[src/rtl/tone_seq_gen_if.sv]
// tone_seq_gen_if: note handshake, control and buzzer output bundle for tone_seq_gen
interface tone_seq_gen_if #(
    parameter int CNT_W = 16,
    parameter int DUR_W = 16
);
    logic             note_valid;
    logic             note_ready;
    logic [CNT_W-1:0] note_div;
    logic [CNT_W-1:0] note_duty;
    logic [DUR_W-1:0] note_dur;
    logic             stop;
    logic             busy;
    logic             note_done;
    logic             been;

    modport master (
        output note_valid, note_div, note_duty, note_dur, stop,
        input  note_ready, busy, note_done, been
    );

    modport slave (
        input  note_valid, note_div, note_duty, note_dur, stop,
        output note_ready, busy, note_done, been
    );
endinterface

[src/rtl/tone_seq_gen.sv]
// tone_seq_gen: plays one note at a time as a PWM waveform on been for dur*TICK_DIV cycles
module tone_seq_gen #(
    parameter int CNT_W    = 16,
    parameter int DUR_W    = 16,
    parameter int TICK_DIV = 1000
) (
    input  logic           clk_1mhz,
    input  logic           rst_n,
    tone_seq_gen_if.slave  bus
);
    localparam int TW = $clog2(TICK_DIV + 1);

    typedef enum logic {IDLE, PLAY} state_t;

    state_t           r_state;
    state_t           w_next;
    logic [CNT_W-1:0] r_div;
    logic [CNT_W-1:0] r_duty;
    logic [DUR_W-1:0] r_dur;
    logic [CNT_W-1:0] r_cnt;
    logic [TW-1:0]    r_tick;
    logic [DUR_W-1:0] r_dcnt;
    logic             r_been;
    logic             r_done;
    logic             w_ready;
    logic             w_accept;
    logic             w_tick_end;
    logic             w_end;
    logic             w_pwm;
    logic [CNT_W:0]   w_sum;
    logic [CNT_W:0]   w_duty_eff;

    assign w_ready    = (r_state == IDLE) && !bus.stop;
    assign w_accept   = bus.note_valid && w_ready;
    assign w_sum      = {1'b0, r_div} + (CNT_W+1)'(1);
    assign w_duty_eff = (r_duty == '0) ? (w_sum >> 1) : {1'b0, r_duty};
    assign w_pwm      = (r_div != '0) && ({1'b0, r_cnt} < w_duty_eff);
    assign w_tick_end = r_tick == TW'(TICK_DIV - 1);
    assign w_end      = (r_dur == '0) ||
                        (w_tick_end && ({1'b0, r_dcnt} == {1'b0, r_dur} - (DUR_W+1)'(1)));

    assign bus.note_ready = w_ready;
    assign bus.busy       = r_state == PLAY;
    assign bus.note_done  = r_done;
    assign bus.been       = r_been;

    // state register
    always_ff @(posedge clk_1mhz or negedge rst_n) begin
        if (!rst_n) r_state <= IDLE;
        else        r_state <= w_next;
    end

    // next state: accept starts a note, stop or end of duration returns to idle
    always_comb begin
        w_next = r_state;
        if (r_state == IDLE) w_next = w_accept ? PLAY : IDLE;
        else                 w_next = (bus.stop || w_end) ? IDLE : PLAY;
    end

    // note fields, period/duration counters and registered outputs
    always_ff @(posedge clk_1mhz or negedge rst_n) begin
        if (!rst_n) begin
            r_div  <= '0;
            r_duty <= '0;
            r_dur  <= '0;
            r_cnt  <= '0;
            r_tick <= '0;
            r_dcnt <= '0;
            r_been <= 1'b0;
            r_done <= 1'b0;
        end else if (w_accept) begin
            r_div  <= bus.note_div;
            r_duty <= bus.note_duty;
            r_dur  <= bus.note_dur;
            r_cnt  <= '0;
            r_tick <= '0;
            r_dcnt <= '0;
            r_been <= 1'b0;
            r_done <= 1'b0;
        end else if (r_state == PLAY && !w_end && !bus.stop) begin
            r_been <= w_pwm;
            r_cnt  <= (r_cnt == r_div) ? '0 : r_cnt + CNT_W'(1);
            r_tick <= w_tick_end ? '0 : r_tick + TW'(1);
            r_dcnt <= w_tick_end ? r_dcnt + DUR_W'(1) : r_dcnt;
            r_done <= 1'b0;
        end else begin
            r_been <= 1'b0;
            r_done <= (r_state == PLAY) && w_end && !bus.stop;
        end
    end
endmodule

[src/flat_wrapper.sv]
// flat-port wrapper written by rule: the top's interface ports become plain ports
module tone_seq_gen_flat 
#(
    parameter int CNT_W    = 16,
    parameter int DUR_W    = 16,
    parameter int TICK_DIV = 1000
)
  (clk_1mhz, rst_n, bus_note_valid, bus_note_div, bus_note_duty, bus_note_dur, bus_stop, bus_note_ready, bus_busy, bus_note_done, bus_been);
  tone_seq_gen_if #(.CNT_W(CNT_W), .DUR_W(DUR_W)) bus_i ();
  input  logic clk_1mhz;
  input  logic rst_n;
  input wire logic [$bits(bus_i.note_valid)-1:0] bus_note_valid;
  input wire logic [$bits(bus_i.note_div)-1:0] bus_note_div;
  input wire logic [$bits(bus_i.note_duty)-1:0] bus_note_duty;
  input wire logic [$bits(bus_i.note_dur)-1:0] bus_note_dur;
  input wire logic [$bits(bus_i.stop)-1:0] bus_stop;
  output wire logic [$bits(bus_i.note_ready)-1:0] bus_note_ready;
  output wire logic [$bits(bus_i.busy)-1:0] bus_busy;
  output wire logic [$bits(bus_i.note_done)-1:0] bus_note_done;
  output wire logic [$bits(bus_i.been)-1:0] bus_been;
  assign bus_i.note_valid = bus_note_valid;
  assign bus_i.note_div = bus_note_div;
  assign bus_i.note_duty = bus_note_duty;
  assign bus_i.note_dur = bus_note_dur;
  assign bus_i.stop = bus_stop;
  assign bus_note_ready = bus_i.note_ready;
  assign bus_busy = bus_i.busy;
  assign bus_note_done = bus_i.note_done;
  assign bus_been = bus_i.been;
  tone_seq_gen #(.CNT_W(CNT_W), .DUR_W(DUR_W), .TICK_DIV(TICK_DIV)) u_core (.clk_1mhz(clk_1mhz), .rst_n(rst_n), .bus(bus_i));
endmodule
[config.mk]
export PLATFORM = sky130hd
export DESIGN_NAME = tone_seq_gen_flat
export DESIGN_NICKNAME = d
export VERILOG_FILES = /design/src/rtl/tone_seq_gen_if.sv /design/src/rtl/tone_seq_gen.sv /design/src/flat_wrapper.sv
export SDC_FILE = /design/constraint.sdc
export NUM_CORES = 1
export LEC_CHECK = 0
export BUFFER_PORTS_ARGS = -buffer_cell sky130_fd_sc_hd__buf_2
export CORE_MARGIN = 2
export CORE_UTILIZATION = 40
export CTS_CLUSTER_SIZE = 40
export DETAILED_ROUTE_END_ITERATION = 7
export GPL_TIMING_DRIVEN = 1
export PLACE_DENSITY = 0.6
export SLEW_MARGIN = 15
export SYNTH_ARGS = -nofsm -noshare
export SYNTH_HDL_FRONTEND = slang
export SYNTH_SLANG_ARGS = --single-unit
[constraint.sdc]
create_clock -name clk_1mhz -period 4 [get_ports clk_1mhz]
set_input_delay 0.8 -clock clk_1mhz [delete_from_list [all_inputs] [get_ports clk_1mhz]]
set_output_delay 0.8 -clock clk_1mhz [all_outputs]
set_load 0.02 [all_outputs]
# Word-level counts from Yosys, hierarchy flattened
# Cells that the tools add are included.
# W data, S select, Z words.
totals:
  regBits: 93
  inputBits: 52
op_classes:
  n_addsub: 5
  magnitude_cmp: 1
  n_eq_ne: 3
  n_mux: 17
  bitwise: 1
  reduce_logical: 18
op_table:
  columns: ["cell", "count"]
  rows:
  - ["$mux W16", 7]
  - ["$add A16 B1 Y16 const B", 2]
  - ["$logic_not A16 Y1", 2]
  - ["$mux W10", 3]
  - ["$add A16 B1 Y17 const B", 1]
  - ["$eq A16 B17 Y1", 1]
  - ["$lt A16 B17 Y1", 1]
  - ["$sub A16 B1 Y17 const B", 1]
  - ["$eq A16 B16 Y1", 1]
  - ["$reduce_bool A16 Y1", 1]
  - ["$add A10 B1 Y10 const B", 1]
  - ["$eq A10 B10 Y1 const B", 1]
  - ["$logic_and A1 B1 Y1", 8]
  - ["$mux W1", 7]
  - ["$reduce_bool A2 Y1", 2]
  - ["$logic_not A1 Y1", 2]
  - ["$logic_or A1 B1 Y1", 2]
  - ["$reduce_and A2 Y1", 1]
  - ["$not A1 Y1", 1]

# Longest topological paths before layout
# Gate-level depths: netlist of run 1.
logic_depth:
  word_depth: 9
  depth_mapped: 14

# Worst setup path before layout of run 1
# Ideal clock, no wire load.
synth_timing:
  path_kind: "register -> register"
  from: "reg u_core.r_dur[7]"
  to: "reg u_core.r_dcnt[2]"
  setup_ps: 120
  arrival_ps: 2679
  required_time_ps: 3880
  slack_ps: 1201
  path_stages_with_launch: 11
  path_buffers: 3
  period_less_slack_ps: 2799
  cell_sequence: "dfrtp_1 > buf_6 > or4_4 > or3_1 > buf_2 > a211o_1 > nand2_1 > nor2_1 > o41a_1 > buf_6 > a31o_1"
synth_via:
  elab_chain_len: 9
  word_cells_on_any_way: 10
synth_lines:
  columns: ["element", "line_no", "text"]
  rows:
  - ["from (decl)", "tone_seq_gen.sv:19", "logic [DUR_W-1:0] r_dur;"]
  - ["from (signal assigned)", "tone_seq_gen.sv:74", "r_dur <= bus.note_dur;"]
  - ["$sub A16 B1 Y17", "tone_seq_gen.sv:40", "(w_tick_end && ({1'b0, r_dcnt} == {1'b0, r_dur} - (DUR_W+1)'(1)));"]
  - ["$eq A16 B17 Y1", "tone_seq_gen.sv:40", null]
  - ["$logic_and A1 B1 Y1", "tone_seq_gen.sv:40", null]
  - ["$logic_or A1 B1 Y1 (*)", "tone_seq_gen.sv:39", "assign w_end = (r_dur == '0) ||"]
  - ["$logic_not A1 Y1 (*)", "tone_seq_gen.sv:80", "end else if (r_state == PLAY && !w_end && !bus.stop) begin"]
  - ["$logic_and A1 B1 Y1 (*) (2 in a row)", "tone_seq_gen.sv:80", null]
  - ["$reduce_bool A2 Y1 (no line) (*)", null, null]
  - ["$reduce_and A2 Y1 (no line) (*)", null, null]
  - ["to (signal assigned)", "tone_seq_gen.sv:84", "r_dcnt <= w_tick_end ? r_dcnt + DUR_W'(1) : r_dcnt;"]
  - ["to (decl)", "tone_seq_gen.sv:22", "logic [DUR_W-1:0] r_dcnt;"]
# Every way passes the cells marked *; elsewhere a longest branch is shown, timed or not.
# A chain may end at the register's enable or synchronous reset.

# Worst setup path after layout of run 1
layout_timing:
  from: "reg u_core.r_dur[2]"
  to: "reg u_core.r_tick[5]"
layout_via:
  elab_chain_len: 8
  word_cells_on_any_way: 9
layout_lines:
  columns: ["element", "line_no", "text"]
  rows:
  - ["$sub A16 B1 Y17", "tone_seq_gen.sv:40", null]
  - ["$eq A16 B17 Y1", "tone_seq_gen.sv:40", null]
  - ["$logic_and A1 B1 Y1", "tone_seq_gen.sv:40", null]
  - ["$logic_or A1 B1 Y1 (*)", "tone_seq_gen.sv:39", null]
  - ["$logic_not A1 Y1 (*)", "tone_seq_gen.sv:80", null]
  - ["$logic_and A1 B1 Y1 (*) (2 in a row)", "tone_seq_gen.sv:80", null]
  - ["$reduce_bool A2 Y1 (no line) (*)", null, null]
  - ["to (signal assigned)", "tone_seq_gen.sv:83", "r_tick <= w_tick_end ? '0 : r_tick + TW'(1);"]
  - ["to (decl)", "tone_seq_gen.sv:21", "logic [TW-1:0] r_tick;"]
# Marked as above.

==> results of run 1 <==
[worst register-to-register path, cell delays in order (launching register included)]
cell,delay [ps]
dfrtp_1,440
nor4_1,640
nand3b_1,400
nor3_4,300
xor2_1,180
o211ai_1,140
nor2_2,540
buf_4,310
nor2_1,70
a311oi_1,310
[per-layer routing]
layer / vias to the layer above / routed length, um / track usage (%)
met5: - / 0 / 0
met4: 0 / 389 / 7.91
met3: 25 / 609 / 4.15
met2: 135 / 7770 / 34.6
met1: 2545 / 6800 / 26.1
li1: 2594 / - / -
[cell usage after synthesis, drive strengths merged, types with 6 or more instances]
cell type | instances | area (um^2)
mux2i | 6 | 60.1
or3 | 7 | 43.8
a21oi | 34 | 181
nor2 | 40 | 153
or4 | 9 | 71.3
o31ai | 10 | 75.1
nor3 | 28 | 151
and3 | 17 | 106
nand2 | 190 | 713
nand4 | 16 | 100
clkbuf | 24 | 90.1
o21ai | 15 | 75.1
inv | 10 | 37.5
nor4 | 16 | 100
o22ai | 13 | 81.3
a21o | 6 | 45.0
nor2b | 9 | 56.3
xnor2 | 34 | 298
nand2b | 13 | 81.3
nand4b | 6 | 52.6
buf | 14 | 75.1
ha | 21 | 263
dfrtp | 93 | 2330
xor2 | 16 | 140
nand3 | 20 | 100
[layout make-up]
| class | instances | area [um^2] |
|---|---|---|
| sequential | 93 | 2330 |
| fill | 1443 | 7780 |
| clock inverter | 4 | 77.6 |
| clock buffer | 12 | 267 |
| timing repair buffer | 64 | 345 |
| inverter | 10 | 37.5 |
| tap | 184 | 230 |
| multi-input combinational | 577 | 3360 |
[kinds of logic after synthesis]
family                     after synthesis  synth area share (%)
DFF                                     93                  39.6
AOI/OAI and AO/OA                      108                  12.0
muxes                                    6                  1.02
and+or+nand+nor                        392                  32.1
buffers and inverters                   48                  3.45
adders and majority gates               21                  4.47
xor gates and xnor gates                50                  7.44
[final timing paths]
kind                            cells after the start        startpoint               end
min in group clk_1mhz                               2  u_core.r_duty[9]  u_core.r_duty[9]
max in group asynchronous                           2             rst_n  u_core.r_duty[7]
worst max-delay path                                9   u_core.r_dur[2]  u_core.r_tick[5]
worst max register to register                      9   u_core.r_dur[2]  u_core.r_tick[5]
worst min register to register                      2  u_core.r_duty[9]  u_core.r_duty[9]
worst min-delay path                                1             rst_n  u_core.r_dcnt[6]
[report_power, final]
part | switching (uW) | internal [uW] | leakage [uW] | total [uW]
Sequential | 188 | 1050 | 0.00122 | 1240
Clock | 382 | 603 | 0.000169 | 985
Combinational | 302 | 248 | 0.00166 | 549
[registers in the layout (all words and copies together) (netlist names)]
signal / count
u_core.r_cnt: 16
u_core.r_dcnt: 16
u_core.r_div: 16
u_core.r_dur: 16
u_core.r_duty: 16
u_core.r_tick: 10
u_core.bus.been: 1
u_core.bus.busy: 1
u_core.bus.note_done: 1
[metrics by stage]
step                cell area (um^2)  total power [uW]  util [%]  hold WS, ps  setup WS [ps]
finish                          6650              2770      46.1          366            574
global route                    6650              2930      46.1          398            242
CTS                             6650              2790      46.1          377            583
detailed placement              6300              1800      43.7          501            632
global placement                6300              1780      43.7          499            697
floorplan                       5880              1600         -          469           1200
==> impl_metrics.ini, run 1 <==
[detailed_routing]
drt_first_pass_iters = 4
routedWlPerCell_um = 16.5
via_per_inst = 5.61
drt_wl_total_um = 15600
drcViolationCount = 0
ant_nets = 0
vias = 5299
first_iter_violations = 439

[placement]
numPortBuffers = 55
dp.cells = 928
dp_hpwl_um = 11200
globalplace.congestion = 0.913

[layout]
layoutNonFillerInstCount = 944
syn_to_final_growth_pct = 13.0
nets = 828
layout_common_cells = nand2_1, dfrtp_1, buf_2
drive_gt1_share_pct = 12.0
diodes = 0
final_common_cell = nand2_1

[sta]
finClkSkew_ps = 9.38
rsz0062_at_grt = no
finalCritPeriodShare_pct = 85.6
maxSlewHeadroom_pct = 42.8
hold_violations = 0
finalSetupViolCount = 0
max_clock_freq_ghz = 0.292
tightest_slew_ps = 855
report.final.slew_viol_count = 0
setup_tns_ps = 0
period_minus_slack_ps = 3430

[grt]
grt_pass1_vias = 5306
gr-total-overflow = 0
antenna_found_initial = 0
grtUsageTotal_pct = 20.5
grt_max_degree = 75
grt_pass1_wl_um = 26400

[clock_network]
clk_pin_slew_ps = 70
cts_max_level = 3
cts_tree = done
post-cts-setup-buffers = 0
post_cts_resized = 0
clkLatencyLatePin_ps = 350
cts_buffers = 9
ctsHoldBuffers = 0
cts_buffer_depth = 2
clock-sinks = 93
ctsRootBufferMaster = clkbuf_16

[setup_path]
cp_max_fo = 18
crit_family = simple AND/OR/NAND/NOR gates
crit_path_top_delay_cell = nor4_1
crit_type = reg2reg
crit_buf_inv = 1
cpPeakStageDelay_ps = 640
worst_setup_path_start_kind = register
cp_data_arrival_time_ps = 3670
path_cells = nor4_1 > nand3b_1 > nor3_4 > xor2_1 > o211ai_1 > nor2_2 > buf_4 > nor2_1 > a311oi_1
crit_required_ps = 4250
reg2reg_slack_ps = 570
critPathCaptureType = register

[yosys]
netlist_area_um2 = 5880
yosysWarnings = 0
synth-seq-cells = 93
async_flop_share_pct = 100
syn_avg_cell_area_um2 = 8.19
synth_ff_type = dfrtp_1
syn_inst = 718
synth_cell_type_count = 58
synth_edf_count = 0
seq_area_frac_synth_pct = 39.6
syn_nets = 791

[status]
status = completed

[pwr]
powerDensity_nw_per_um2 = 417
p_leak_uw = 0.00305
peakVddDrop_uv = 360

[worst_hold_path]
hp-class = in2async

[floorplan]
ios = 56
chipWidth_um = 125
core_um2 = 14400
start_util_pct = 40.8
core.rowCount = 44
die_area_um2 = 15700
die_h_um = 125

[run]
cap_violations = 0
No activity file was read; power rests on OpenSTA's default activity.
==> run 2, diff against run 1 <==
--- a/config.mk
+++ b/config.mk
@@ -5,13 +5,14 @@
 export SDC_FILE = /design/constraint.sdc
 export NUM_CORES = 1
 export LEC_CHECK = 0
+export ABC_AREA = 1
 export BUFFER_PORTS_ARGS = -buffer_cell sky130_fd_sc_hd__buf_2
 export CORE_MARGIN = 2
 export CORE_UTILIZATION = 40
-export CTS_CLUSTER_SIZE = 40
+export CTS_CLUSTER_SIZE = 20
 export DETAILED_ROUTE_END_ITERATION = 7
 export GPL_TIMING_DRIVEN = 1
-export PLACE_DENSITY = 0.6
+export PLACE_DENSITY = 0.59
 export SLEW_MARGIN = 15
 export SYNTH_ARGS = -nofsm -noshare
 export SYNTH_HDL_FRONTEND = slang
==> impl_metrics.ini, run 2 <==
[yosys]
synth_top_cell_area_share_pct = 37.8
syn_nets = 934
async_flop_share_pct = 100
synth_cell_type_count = 45
synth_most_common_cell = nand2_1
muxShareOfSynthArea_pct = 0
yosysWarnings = 0
seq_area_frac_synth_pct = 37.8
synth_area_leader_cell = dfrtp_1
yosys.area_share.simple_pct = 36.9
syn_avg_cell_area_um2 = 7.16
synth.top_cells.by_count = nand2_1, dfrtp_1, nor2_1
synth-seq-cells = 93
synthAdderAreaFrac_pct = 4.26
synth_edf_count = 0
netlist_area_um2 = 6160
synth_ff_type = dfrtp_1
syn_inst = 861
synth_xor_area_share_pct = 6.48
synth_top_family_by_area = simple AND/OR/NAND/NOR gates
yosys-top-cells-area = dfrtp_1, nand2_1, nor2_1
synth_compound_area_share_pct = 6.96

[setup_path]
worstSetupEndpoint = u_core.bus.been
crit_required_ps = 4280
r2r-start = u_core.r_div[0]
cp_max_fo = 4
cp_data_arrival_time_ps = 3460
startpoint = u_core.r_div[0]
reg2reg_slack_ps = 820
worst_setup_path_start_kind = register
worstReg2RegEnd = u_core.bus.been
r2r_cells = 18
crit_type = reg2reg
critPathCaptureType = register

[sta]
hold_violations = 0
maxSlewHeadroom_pct = 44.2
finClkSkew_ps = 7.01
rsz0062_at_grt = no
finalCritPeriodShare_pct = 79.4
tightest_slew_ps = 838
report.final.slew_viol_count = 0
holdWs_ps = 453
setup_tns_ps = 0
period_minus_slack_ps = 3180
finalSetupViolCount = 0
max_clock_freq_ghz = 0.315

[clock_network]
cts_buffer_depth = 2
post-cts-setup-buffers = 0
cts_max_level = 3
clk_pin_slew_ps = 70
clock-sinks = 93
cts_buffers = 9
ctsHoldBuffers = 0
ctsRootBufferMaster = clkbuf_16
post_cts_resized = 0
cts_tree = done
clkLatencyLatePin_ps = 350

[placement]
placed_cell_area_um2 = 6560
dp_hpwl_um = 11400
globalplace.congestion = 0.860
numPortBuffers = 55

[floorplan]
chipWidth_um = 128
ios = 56
start_util_pct = 40.7
die_area_um2 = 16400
core.rowCount = 45
core_um2 = 15100
die_h_um = 128

[detailed_routing]
via_per_inst = 5.08
routedWlPerCell_um = 14.2
ant_nets = 0
first_iter_violations = 303
drt_wl_total_um = 15600
vias = 5556
drcViolationCount = 0
drt_first_pass_iters = 6

[grt]
grt_pass1_wl_um = 26900
gr-total-overflow = 0
antenna_found_initial = 0
grt_max_degree = 89
grt_pass1_vias = 5392
grtUsageTotal_pct = 20.4

[layout]
fillers = 1608
drive_gt1_share_pct = 11.2
seqCellArea_um2 = 2330
nets = 975
multi_input_area_um2 = 3360
final_common_cell = nand2_1
final_cell_area_um2 = 6850
final_core_util_pct = 45.2
syn_to_final_growth_pct = 11.1
layout_common_cells = nand2_1, dfrtp_1, nor2_1
diodes = 0

[pwr]
p_leak_uw = 0.00344
powerDensity_nw_per_um2 = 444
power.total_uw = 3040
peakVddDrop_uv = 316

[worst_hold_path]
hp-class = in2async

[status]
status = completed

[run]
cap_violations = 0
run 2: how the worst min path moves through the flow:
stage | cells past startpoint | slack, ps | to
detailed placement | 2 | 500 | u_core.r_duty[13]
global placement | 2 | 490 | u_core.r_duty[12]
global route | 1 | 500 | u_core.r_duty[1]
CTS | 1 | 470 | u_core.r_duty[1]
finish | 1 | 450 | u_core.r_duty[1]
floorplan | 2 | 470 | u_core.r_duty[13]
run 2: metal layers:
layer	up-vias	wire length, um	global-route usage [%]
met1	2593	8080	29.0
li1	2851	-	-
met2	102	6860	33.2
met4	0	142	4.27
met5	-	0	0
met3	10	485	2.96
run 2: where the power goes:
part	total (uW)	switching [uW]	internal, uW
combinational	854	526	328
clock	867	386	481
sequential	1320	213	1100
run 2: per-stage QoR:
stage / setup slack [ps] / cells
2_1_floorplan: 1360 / 861
3_3_place_gp: 999 / 1079
3_5_place_dp: 895 / 1079
4_1_cts: 871 / 1093
5_1_grt: 438 / 1093
6_report: 823 / 1093
run 2: cell families (layout without fill, tap and decap cells):
family,Yosys count,after routing
adder cells (fa/ha/maj),21,21
flip-flops,93,93
XOR/XNOR,44,44
buffers and inverters,111,155
AND/OR/NAND/NOR,514,514
AO/OA/AOI/OAI,78,78
run 2: cell type report:
class	count	area share (%)
multi-input combinational	657	49.2
timing repair buffer	59	4.68
clock inverter	5	0.914
sequential	93	34.0
clock buffer	9	3.29
tap	188	3.44
inverter	82	4.53
run 2: worst max-delay path: stages, from the launching register on:
cell and delay (ps):
dfrtp_1 400, ha_1 180, nand2_1 80, nor2_1 140, nand4_1 120, or2_2 320, nor2_1 120, nand3_1 110
nor2_1 190, inv_1 80, nor3_1 200, o21ai_0 120, o21ai_0 120, ha_1 270, nand3_1 130, a21oi_1 60
nor3_1 230, nand4_1 130, nor2_1 100
==> run 3, diff against run 2 <==
--- a/config.mk
+++ b/config.mk
@@ -12,7 +12,7 @@
 export CTS_CLUSTER_SIZE = 20
 export DETAILED_ROUTE_END_ITERATION = 7
 export GPL_TIMING_DRIVEN = 1
-export PLACE_DENSITY = 0.59
+export PLACE_DENSITY = 0.62
 export SLEW_MARGIN = 15
 export SYNTH_ARGS = -nofsm -noshare
 export SYNTH_HDL_FRONTEND = slang
==> constraint.sdc (replaced) <==
create_clock -name clk_1mhz -period 2.87 [get_ports clk_1mhz]
set_input_delay 0.574 -clock clk_1mhz [delete_from_list [all_inputs] [get_ports clk_1mhz]]
set_output_delay 0.574 -clock clk_1mhz [all_outputs]
set_load 0.02 [all_outputs]
==> impl_metrics.ini, run 3 (synthesis gave the netlist of run 2 again) <==
[status]
status = completed

[clock_network]
cts_buffers = 9
clk_pin_slew_ps = 70
clock-sinks = 93
ctsRootBufferMaster = clkbuf_16
ctsHoldBuffers = 0
cts_buffer_depth = 2
cts_max_level = 3
cts_tree = done
clkLatencyLatePin_ps = 350

[layout]
final_core_util_pct = 46.4
layout_common_cells = nand2_1, dfrtp_1, nor2_1
syn_to_final_growth_pct = 14.0
nets = 989
drive_gt1_share_pct = 13.6
diodes = 0
final_common_cell = nand2_1

[grt]
gr-total-overflow = 0
grt_pass1_wl_um = 26700
grt_max_degree = 49
antenna_found_initial = 0
grtUsageTotal_pct = 20.3
grt_pass1_vias = 5350

[detailed_routing]
ant_nets = 0
drt_first_pass_iters = 7
vias = 5556
routedWlPerCell_um = 13.8
drcViolationCount = 0
via_per_inst = 5.01
first_iter_violations = 411
drt_wl_total_um = 15300

[setup_path]
critPathCaptureType = register
cp_max_fo = 4
crit_type = reg2reg
reg2reg_slack_ps = 10
r2r-start = u_core.r_div[1]
worstReg2RegEnd = u_core.bus.been
r2r_cells = 16
startpoint = u_core.r_div[1]
crit_required_ps = 3150
cp_data_arrival_time_ps = 3140
worst_setup_path_start_kind = register

[sta]
finalSetupViolCount = 0
hold_violations = 0
tightest_slew_ps = 814
max_clock_freq_ghz = 0.350
finalCritPeriodShare_pct = 99.5
rsz0062_at_grt = yes
report.final.slew_viol_count = 0
maxSlewHeadroom_pct = 45.5
period_minus_slack_ps = 2860
finClkSkew_ps = 7.16
setup_tns_ps = 0

[placement]
globalplace.congestion = 0.867
numPortBuffers = 55
dp_hpwl_um = 11500

[floorplan]
die_area_um2 = 16400
ios = 56
core_um2 = 15100
core.rowCount = 45
die_h_um = 128
chipWidth_um = 128
start_util_pct = 40.7

[pwr]
p_leak_uw = 0.00354
powerDensity_nw_per_um2 = 625
peakVddDrop_uv = 449

[run]
cap_violations = 0

[worst_hold_path]
hp-class = in2async
-- run 3: cell types whose count changed in the layout (fill, tap and decap cells not counted), moves of 2 or more --
| cell | previous run | this run |
|---|---|---|
| buf_4 | 4 | 19 |
| nand3_1 | 51 | 49 |
| nand3_2 | 4 | 6 |
| nor2_1 | 86 | 82 |
| nor2_2 | 4 | 8 |
| nor3_1 | 17 | 15 |
| nor3_4 | 0 | 2 |
| or2_2 | 5 | 3 |
| or2_4 | 0 | 2 |
-- run 3: area by class of cell --
type	instances	area, um^2
fillers	1547	8120
multi-input cells	657	3410
flip-flops and latches	93	2330
repair buffers	73	413
inverters	82	310
clock buffers	11	243
well taps	188	235
clock inverters	5	83.8
-- run 3: per-layer routing --
| metal | GRT usage [%] | vias up | part of all wire [%] |
|---|---|---|---|
| met5 | 0 | - | 0 |
| li1 | - | 2880 | - |
| met4 | 4.14 | 0 | 1.0 |
| met2 | 30.4 | 105 | 42 |
| met3 | 3.96 | 12 | 4.1 |
| met1 | 30.4 | 2559 | 52 |
-- run 3: what timing repair did --
item	4_1_cts	5_1_grt
setup buffers	2	2
endpoints found under the setup margin	1	12
pin swaps	3	4
resized for setup	9	5
-- run 3: worst max-delay path by stage --
stage,depth (start not counted),to
floorplan,17,u_core.bus.been
global placement,17,u_core.bus.been
detailed placement,17,u_core.bus.been
CTS,16,u_core.bus.been
global route,16,u_core.bus.been
finish,16,u_core.bus.been
-- run 3: metrics by stage --
| stage | worst slack (ps) | hold slack, ps | instance area [um^2] | instances | total power, uW |
|---|---|---|---|---|---|
| after floorplan | 228 | 278 | 6160 | 861 | 2700 |
| after global placement | -53.6 | 491 | 6620 | 1089 | 3040 |
| after detailed placement | -127 | 497 | 6620 | 1089 | 3060 |
| after CTS | 22.5 | 313 | 7000 | 1107 | 4410 |
| after global routing | -188 | 350 | 7030 | 1109 | 4720 |
| final | 14.6 | 290 | 7030 | 1109 | 4390 |
-- run 3: critical path, cell delays in order, from the launching register on --
cell      delay, ps
dfrtp_1         370
nand3_1         140
nor2_2          140
nand4_1         120
or2_4           280
nor3_4          240
inv_1           120
nor4_1          190
o21ai_0         110
o21ai_0         100
ha_1            280
nand2_1         130
o21bai_1        120
a21oi_1          70
nor3_1          150
nand4_1         120
nor2_1           90
-- run 3: where the power goes --
group	internal, uW	total, uW	switching (uW)
Clock	789	1320	530
Sequential	1540	1830	288
Combinational	490	1240	755
Total	2820	4390	1570
